--- config.mk ---
export PLATFORM = sky130hd
export DESIGN_NAME = branch_predictor_unit
export DESIGN_NICKNAME = d
export VERILOG_FILES = /design/src/rtl/bp_pkg.sv /design/src/rtl/bp_sat_counter.sv /design/src/rtl/branch_predictor_unit.sv
export SDC_FILE = /design/constraint.sdc
export NUM_CORES = 1
export LEC_CHECK = 0
export CORE_MARGIN = 2
export CORE_UTILIZATION = 25
export DETAILED_ROUTE_END_ITERATION = 8
export SETUP_SLACK_MARGIN = 0.1
export SYNTH_ARGS = -nofsm -noshare
export SYNTH_HDL_FRONTEND = slang
export SYNTH_HIERARCHICAL = 1
export SYNTH_SLANG_ARGS = --single-unit
--- constraint.sdc ---
create_clock -name clk -period 10.58 [get_ports clk]
set_input_delay 2.645 -clock clk [delete_from_list [all_inputs] [get_ports clk]]
set_output_delay 2.645 -clock clk [all_outputs]
set_load 0.05 [all_outputs]
--- src/rtl/bp_pkg.sv ---
// bp_pkg: shared definitions for the branch predictor.
//   - ctr_t       : 2-bit direction counter encoding (SN/WN/WT/ST)
//   - CTR_RESET   : counter value loaded on reset (weakly not-taken)
//   - *_DEF       : default widths for the predictor parameters
//   - next_counter: saturating step of a direction counter
package bp_pkg;

  localparam int unsigned PC_W_DEF   = 5;
  localparam int unsigned IDX_W_DEF  = 4;
  localparam int unsigned GHR_W_DEF  = 4;
  localparam int unsigned STAT_W_DEF = 16;

  typedef enum logic [1:0] {
    SN = 2'b00,
    WN = 2'b01,
    WT = 2'b10,
    ST = 2'b11
  } ctr_t;

  localparam ctr_t CTR_RESET = WN;

  function automatic ctr_t next_counter(input ctr_t c, input logic taken);
    ctr_t n;
    n = c;
    if (taken) begin
      if (c != ST) n = ctr_t'(c + 2'd1);
    end else begin
      if (c != SN) n = ctr_t'(c - 2'd1);
    end
    return n;
  endfunction

endpackage

--- src/rtl/bp_sat_counter.sv ---
// bp_sat_counter: W-bit incrementer that holds at all-ones.
//   clk_i   : clock
//   clr_ni  : synchronous active-low clear (wins over inc_i)
//   inc_i   : increment request
//   count_o : current count
module bp_sat_counter #(
  parameter int unsigned W = 16
) (
  input  logic         clk_i,
  input  logic         clr_ni,
  input  logic         inc_i,
  output logic [W-1:0] count_o
);

  logic [W-1:0] count_q, count_d;

  always_comb begin
    count_d = count_q;
    if (inc_i && (count_q != '1)) count_d = count_q + W'(1);
  end

  always_ff @(posedge clk_i) begin
    if (!clr_ni) count_q <= '0;
    else         count_q <= count_d;
  end

  assign count_o = count_q;

endmodule

--- src/rtl/branch_predictor_unit.sv ---
// branch_predictor_unit: 2-bit-counter branch predictor with tagged entries
// and a per-entry target, plus saturating branch/mispredict statistics.
//   clk, reset (sync, active-low)
//   pc_F -> prediction_F, target_F            : combinational fetch lookup
//   update_signal_E, pc_E, actual_outcome_E,
//   prediction_E, target_E                    : execute-stage training
//   mispredict_E                              : combinational mispredict flag
//   branch_count, mispredict_count            : saturating statistics
// Optional: define BP_GSHARE_EN to XOR a global history register into the
// counter index (tag/valid/target arrays stay PC-indexed).
module branch_predictor_unit
  import bp_pkg::*;
#(
  parameter int unsigned PC_W   = PC_W_DEF,
  parameter int unsigned IDX_W  = IDX_W_DEF,
  parameter int unsigned GHR_W  = GHR_W_DEF,
  parameter int unsigned STAT_W = STAT_W_DEF
) (
  input  logic              clk,
  input  logic              reset,
  input  logic [PC_W-1:0]   pc_F,
  output logic              prediction_F,
  output logic [PC_W-1:0]   target_F,
  input  logic              update_signal_E,
  input  logic [PC_W-1:0]   pc_E,
  input  logic              actual_outcome_E,
  input  logic              prediction_E,
  input  logic [PC_W-1:0]   target_E,
  output logic              mispredict_E,
  output logic [STAT_W-1:0] branch_count,
  output logic [STAT_W-1:0] mispredict_count
);

  localparam int unsigned DEPTH = 1 << IDX_W;
  localparam int unsigned TAG_W = PC_W - IDX_W;

  if (GHR_W > IDX_W) begin : g_bad_ghr
    $error("GHR_W must not exceed IDX_W");
  end

  ctr_t             cnt_q   [DEPTH];
  logic             valid_q [DEPTH];
  logic [TAG_W-1:0] tag_q   [DEPTH];
  logic [PC_W-1:0]  tgt_q   [DEPTH];

  logic [IDX_W-1:0] f_idx, e_idx, f_cidx, e_cidx;
  logic [TAG_W-1:0] f_tag, e_tag;
  logic             f_hit, e_hit;
  ctr_t             cnt_d;

  assign f_idx = pc_F[IDX_W-1:0];
  assign e_idx = pc_E[IDX_W-1:0];
  assign f_tag = pc_F[PC_W-1:IDX_W];
  assign e_tag = pc_E[PC_W-1:IDX_W];

`ifdef BP_GSHARE_EN
  logic [GHR_W-1:0] ghr_q, ghr_d;

  // Both lookup and update use the history as it stands before this edge.
  assign f_cidx = f_idx ^ IDX_W'(ghr_q);
  assign e_cidx = e_idx ^ IDX_W'(ghr_q);
  assign ghr_d  = GHR_W'({ghr_q, actual_outcome_E});

  always_ff @(posedge clk) begin
    if (!reset)               ghr_q <= '0;
    else if (update_signal_E) ghr_q <= ghr_d;
  end
`else
  assign f_cidx = f_idx;
  assign e_cidx = e_idx;
`endif

  assign f_hit        = valid_q[f_idx] && (tag_q[f_idx] == f_tag);
  assign prediction_F = f_hit && (cnt_q[f_cidx] inside {WT, ST});
  assign target_F     = prediction_F ? tgt_q[f_idx] : '0;

  assign e_hit        = valid_q[e_idx] && (tag_q[e_idx] == e_tag);
  assign mispredict_E = update_signal_E && (actual_outcome_E != prediction_E);

  // A fresh allocation starts on the weak side of the resolved direction.
  always_comb begin
    cnt_d = actual_outcome_E ? WT : WN;
    if (e_hit) cnt_d = next_counter(cnt_q[e_cidx], actual_outcome_E);
  end

  always_ff @(posedge clk) begin
    if (!reset) begin
      for (int unsigned i = 0; i < DEPTH; i++) begin
        cnt_q[i]   <= CTR_RESET;
        valid_q[i] <= 1'b0;
        tag_q[i]   <= '0;
        tgt_q[i]   <= '0;
      end
    end else if (update_signal_E) begin
      cnt_q[e_cidx]  <= cnt_d;
      valid_q[e_idx] <= 1'b1;
      tag_q[e_idx]   <= e_tag;
      if (actual_outcome_E) tgt_q[e_idx] <= target_E;
    end
  end

  bp_sat_counter #(.W(STAT_W)) u_branch_cnt (
    .clk_i   (clk),
    .clr_ni  (reset),
    .inc_i   (update_signal_E),
    .count_o (branch_count)
  );

  bp_sat_counter #(.W(STAT_W)) u_mispredict_cnt (
    .clk_i   (clk),
    .clr_ni  (reset),
    .inc_i   (mispredict_E),
    .count_o (mispredict_count)
  );

endmodule

==> results of run 1 <==
## cell usage in the layout (no fill, tap or decap), drive strengths merged, types with 3 or more instances in the layout
cell | netlist | final
clkinv | 0 | 5
mux2i | 10 | 10
and3 | 80 | 80
dfxtp | 64 | 64
inv | 9 | 19
a21o | 4 | 4
a221oi | 3 | 3
buf | 18 | 11
xor2 | 5 | 5
o31ai | 11 | 11
nor2b | 4 | 4
nor2 | 38 | 38
clkbuf | 32 | 17
a22o | 4 | 4
nand4 | 9 | 9
clkdlybuf4s50 | 0 | 55
edfxtp | 112 | 112
nor3 | 14 | 14
nand2b | 6 | 6
nand3 | 33 | 33
mux4 | 47 | 47
or4 | 10 | 10
o21ai | 38 | 38
nand2 | 135 | 135
and4 | 6 | 6
and2 | 9 | 9
a21oi | 18 | 18
nor4 | 8 | 8
or3 | 8 | 8
## worst paths after layout
check / from / end / slack [ps] / cells after the start
max reg2reg: cnt_q[1][1]$_SDFFCE_PN0P_ / cnt_q[12][0]$_SDFFCE_PN1P_ / 7660 / 6
min: valid_q[0]$_DFF_P_ / valid_q[0]$_DFF_P_ / 470 / 2
max: pc_F[1] / target_F[0] / 1670 / 8
min reg2reg: valid_q[0]$_DFF_P_ / valid_q[0]$_DFF_P_ / 470 / 2
## sequential cells by signal (all words and copies together), names as in the netlist
register                  count
cnt_q                        32
u_branch_cnt/count_o         16
valid_q                      16
tag_q                        16
u_mispredict_cnt/count_o     16
tgt_q                        80
## worst register-to-register path: stages, from the launching register on
cell,delay (ps)
edfxtp_1,410
mux4_1,550
a22o_1,240
a221oi_1,330
a211oi_1,150
o21bai_2,780
nand2_1,160
## Yosys cell counts, types with 10 or more instances
master	instances
nand2_1	125
dfxtp_1	64
nor2_1	38
and3_1	80
a21oi_1	18
nand3_1	33
mux2i_1	10
nor3_1	14
nand2_2	10
mux4_2	41
o21ai_0	38
o31ai_1	11
or4_1	10
edfxtp_1	112
clkbuf_1	32
## power by group through the flow
| stage | Combinational [µW] | Sequential [µW] | Clock (µW) |
|---|---|---|---|
| after floorplan | 78.4 | 776 | 0 |
| after global placement | 114 | 780 | 0 |
| after detailed placement | 116 | 779 | 0 |
| after CTS | 116 | 764 | 678 |
| after global routing | 125 | 766 | 708 |
| final | 116 | 764 | 670 |
## final cells by class
| cell class | count | area (µm²) |
|---|---|---|
| timing repair buffer | 66 | 626 |
| fill | 3473 | 24100 |
| multi-input combinational | 528 | 3820 |
| clock buffer | 17 | 425 |
| tap | 455 | 569 |
| inverter | 9 | 33.8 |
| sequential | 176 | 4640 |
| clock inverter | 15 | 204 |
## cell families after synthesis
family / Yosys count
multiplexers: 57
XOR/XNOR: 7
buffers and inverters: 59
flip-flops: 176
AND/OR/NAND/NOR: 367
adder cells (fa/ha/maj): 2
AO/OA/AOI/OAI: 95
## routing by layer
layer	wire length (µm)	track usage (%)	share of wire [%]
met1	10500	17.2	45
met3	1580	3.77	6.7
met5	13	0	0.055
met2	11100	21.2	47
met4	281	2.95	1.2
## stage by stage
stage,instance area [µm²],hold slack (ps),setup WS [ps],instances
2_1_floorplan,8730,432,2430,763
3_3_place_gp,9690,447,1680,1234
3_5_place_dp,9690,452,1660,1234
4_1_cts,10300,463,1640,1266
5_1_grt,10300,487,1410,1266
6_report,10300,465,1670,1266
==> impl_metrics.ini, run 1 <==
[run_status]
outcome = complete, no violations

[sta]
skew_ps = 13.4
setup_viol = 0
period_minus_slack_ps = 8910
clock.fmax_ghz = 0.112
fin_crit_sh_pct = 84.2
rsz0062_at_grt = false
hold_violations = 0
worst_pin_slew_ps = 1280
finalSetupTns_ps = 0
relSlewSlack_pct = 13.8
slew_violations = 0

[synth]
synth_top_family_by_area = simple AND/OR/NAND/NOR gates
yosysSeqAreaShare_pct = 53.2
synthArstFlopShare_pct = 0
synth_largest_area_cell = edfxtp_1
synth_fp_nets = 785
avgSynthCellArea_um2 = 11.4
netlist_area_um2 = 8730
postSynthCellCount = 763
synth_edf_count = 112
synth_seq_cells = 176
synth_mux_area_share_pct = 13.5
yosysUniqueCellTypes = 55
yosysTopAreaCellShare_pct = 38.5
synthAdderAreaFrac_pct = 0.287
synthSimpleGateAreaFrac_pct = 22.0
yosys_warnings = 6
synth_compound_area_share_pct = 7.17
synthXorXnorAreaFrac_pct = 0.702
synthTopCellsByArea = edfxtp_1 39%, dfxtp_1 15%, mux4_2 11%
ys.flop_type = edfxtp_1

[cts]
ctsHtreeMaxLevel = 4
cts_root_buf = clkbuf_16
cts_made_buffers = 17
cts_tree = built
cts_resized = 0
cts_setup_buffers = 0
cts_num_sinks = 176
clk_pin_slew_ps = 80
clk_path_buf_depth = 2
clock_latency_ps = 440
cts-hold-fix-buffers = 0

[floorplanning]
std_cell_rows = 68
die_y_um = 191
ios = 59
dieArea_um2 = 36400
start_util_pct = 25.3
die_w_um = 191
fp.coreArea_um2 = 34500

[finish]
final_net_count = 820
finish.utilization_pct = 30.0
diodes = 0
drive_gt1_share_pct = 13.1
syn_to_final_growth_pct = 18.3

[pwr]
vdd_drop_max_v = 0.000110
p_per_area_nw_per_um2 = 150
comb_power_share_pct = 7.5
p_leak_uw = 0.00372
finalPower_uw = 1550
pwr-share-clk_pct = 43.2
p_seq_share_pct = 49.3
sw_frac_of_total_pct = 27.4
power_switching_uw = 424
p_int_uw = 1130

[drt]
vias = 6374
drt-total-wl_mm = 23.5
dr.first_iter.drc_count = 549
drt_first_pass_iters = 7
via_per_inst = 5.03
post_drt_wl_per_cell_um = 18.6
drc = 0
ant_nets = 0

[flow_run]
max_cap_viol_count = 0

[setup_path]
cpMostUsedCell = clkdlybuf4s50_1
cp-end-kind = primary output
cp_max_fo = 18
cp.required_ps = 7940
cp-start-kind = primary input
path_delay_family = buffers and inverters
arrival_ps = 6260
path_buf_inv = 2
worst_path_max_delay_cell = clkdlybuf4s50_1
worstSetupPathType = primary input to primary output
crit_chain = clkdlybuf4s50_1, mux4_2, mux2i_1, xor2_1, nand2_1, o21ai_0, and2_1, clkdlybuf4s50_1
cpPeakStageDelay_ps = 1070

[worst_hold_path]
hold_class = flip-flop to flip-flop

[grt]
antenna_found_initial = 1
grt_remaining_overflow = 0
grt_pass1_vias = 6201
grt_pass1_wl_mm = 36.5
grt_max_degree = 88
track_usage_pct = 13.1

[placement]
dp_hpwl_mm = 16.0
gp_congestion = 0.868
portBuffers = 58
Note: power is estimated with default switching activity, not from simulation.
==> run 2: changes to the inputs <==
==> constraint.sdc (replaced) <==
create_clock -name clk -period 7.5 [get_ports clk]
set_input_delay 1.875 -clock clk [delete_from_list [all_inputs] [get_ports clk]]
set_output_delay 1.875 -clock clk [all_outputs]
set_load 0.05 [all_outputs]
==> impl_metrics.ini, run 2 (synthesized netlist as in run 1, its figures left out) <==
[pwr]
p_per_area_nw_per_um2 = 206
vdd_drop_max_v = 0.000165
p_leak_uw = 0.00372
power_switching_uw = 532
p_int_uw = 1590
pwr-share-clk_pct = 41.4
sw_frac_of_total_pct = 25.0
comb_power_share_pct = 7.8
p_seq_share_pct = 50.8

[sta]
finalSetupTns_ps = 0
fin_ws_ps = 1080
fin_crit_sh_pct = 85.6
rsz0062_at_grt = false
setup_viol = 0
relSlewSlack_pct = 18.4
skew_ps = 12.5
worst_pin_slew_ps = 1210
period_minus_slack_ps = 6420
slew_violations = 0
clock.fmax_ghz = 0.156
hold_violations = 0

[finish]
syn_to_final_growth_pct = 17.8
drive_gt1_share_pct = 14.0
largest_reg_flops = 80
reg_top3 = tgt_q x80, cnt_q x32
final_cell_mix = 125 x nand2_1, 112 x edfxtp_1, 80 x and3_1
diodes = 0
final_common_cell = nand2_1
final_net_count = 826
regMostFlops = tgt_q
nFillCells = 3498
final_area_um2 = 10300

[placement]
gp_congestion = 0.820
placed_area_um2 = 9710
dp_hpwl_mm = 16.4
pre_cts_slack_ps = 1120
portBuffers = 58

[floorplanning]
fp.coreArea_um2 = 34500
std_cell_rows = 68
dieArea_um2 = 36400
start_util_pct = 25.3
ios = 59
die_y_um = 191
die_w_um = 191

[drt]
drt_first_pass_iters = 5
drt-total-wl_mm = 23.6
via_per_inst = 5.05
wl_met1_mm = 11.1
top_layer = met5
ant_nets = 0
dr_wl_met3_mm = 1.37
vias = 6419
dr.first_iter.drc_count = 579
met2WireLength_mm = 10.7
drc = 0
post_drt_wl_per_cell_um = 18.6

[flow_run]
max_cap_viol_count = 0

[cts]
clock_latency_ps = 430
clk_pin_slew_ps = 70
cts_tree = built
clk_path_buf_depth = 2
cts_setup_buffers = 0
cts_made_buffers = 17
cts_root_buf = clkbuf_16
cts-hold-fix-buffers = 0
cts_num_sinks = 176
ctsHtreeMaxLevel = 4
cts_resized = 0

[grt]
track_usage_pct = 13.2
grt_remaining_overflow = 0
grt_pass1_wl_mm = 36.5
grt_max_degree = 87
grt_pass1_vias = 6046
antenna_found_initial = 1

[setup_path]
arrival_ps = 4540
cp-end-kind = primary output
r2r-end = cnt_q[10][0]$_SDFFCE_PN1P_
cp-start-kind = primary input
cp.required_ps = 5620
cp_max_fo = 12
r2r_start = cnt_q[1][1]$_SDFFCE_PN0P_
r2r_slack_ps = 4580
reg2regPathDepth = 6
worstSetupPathType = primary input to primary output

[run_status]
outcome = complete, no violations

[worst_hold_path]
hold_class = flip-flop to flip-flop
holdPathStages = 2
holdPathEnd = valid_q[5]$_DFF_P_
min_from = valid_q[5]$_DFF_P_
[run 2: changes by cell type in the layout (fill, tap and decap cells not counted), moves of 2 or more]
| cell | before | now |
|---|---|---|
| buf_4 | 8 | 20 |
| clkinv_4 | 1 | 3 |
| inv_12 | 5 | 0 |
| clkinv_8 | 4 | 1 |
| clkbuf_1 | 0 | 3 |
| clkdlybuf4s50_1 | 55 | 49 |
[run 2: per-layer routing]
| metal | GRT usage (%) | vias up |
|---|---|---|
| li1 | - | 2981 |
| met1 | 18.5 | 3162 |
| met2 | 20.3 | 241 |
| met3 | 2.87 | 33 |
| met4 | 3.73 | 2 |
| met5 | 0 | - |
[run 2: worst max path at each step]
stage                             end    start  depth (start not counted)  slack [ps]
after floorplan           target_F[0]  pc_F[0]                          7         890
after global placement    target_F[0]  pc_F[1]                          8        1130
after detailed placement  target_F[0]  pc_F[1]                          8        1120
after CTS                 target_F[0]  pc_F[1]                          8        1080
after global routing      target_F[0]  pc_F[0]                          9         940
final                     target_F[0]  pc_F[1]                          8        1080
[run 2: cell type report]
cell class	instances	area, µm²	share of cell area, %
Clock inverter	11	126	1.23
Timing Repair Buffer	72	656	6.38
Multi-Input combinational cell	528	3810	37.1
Tap cell	455	569	5.54
Inverter	9	33.8	0.329
Clock buffer	20	437	4.25
Sequential cell	176	4640	45.2
[run 2: through the flow]
| step | hold slack (ps) | util [%] | cells | power [µW] |
|---|---|---|---|---|
| after floorplan | 432 | - | 763 | 1210 |
| after global placement | 446 | 28.2 | 1239 | 1260 |
| after detailed placement | 447 | 28.2 | 1239 | 1260 |
| after CTS | 458 | 29.8 | 1270 | 2140 |
| after global routing | 482 | 29.8 | 1271 | 2190 |
| final | 459 | 29.8 | 1271 | 2120 |
[run 2: critical path, stage by stage]
cell and delay (ps):
clkdlybuf4s50_1 790, mux4_2 390, mux2i_1 170, xor2_1 180
nand2_1 70, o21ai_0 590, and2_1 270, buf_4 210
[run 2: power groups by stage]
stage / registers [µW] / logic (µW) / clock network (µW)
after global placement: 1100 / 163 / 0
after CTS: 1080 / 166 / 894
final: 1080 / 165 / 878
after global routing: 1080 / 178 / 930
after floorplan: 1090 / 111 / 0
after detailed placement: 1100 / 165 / 0
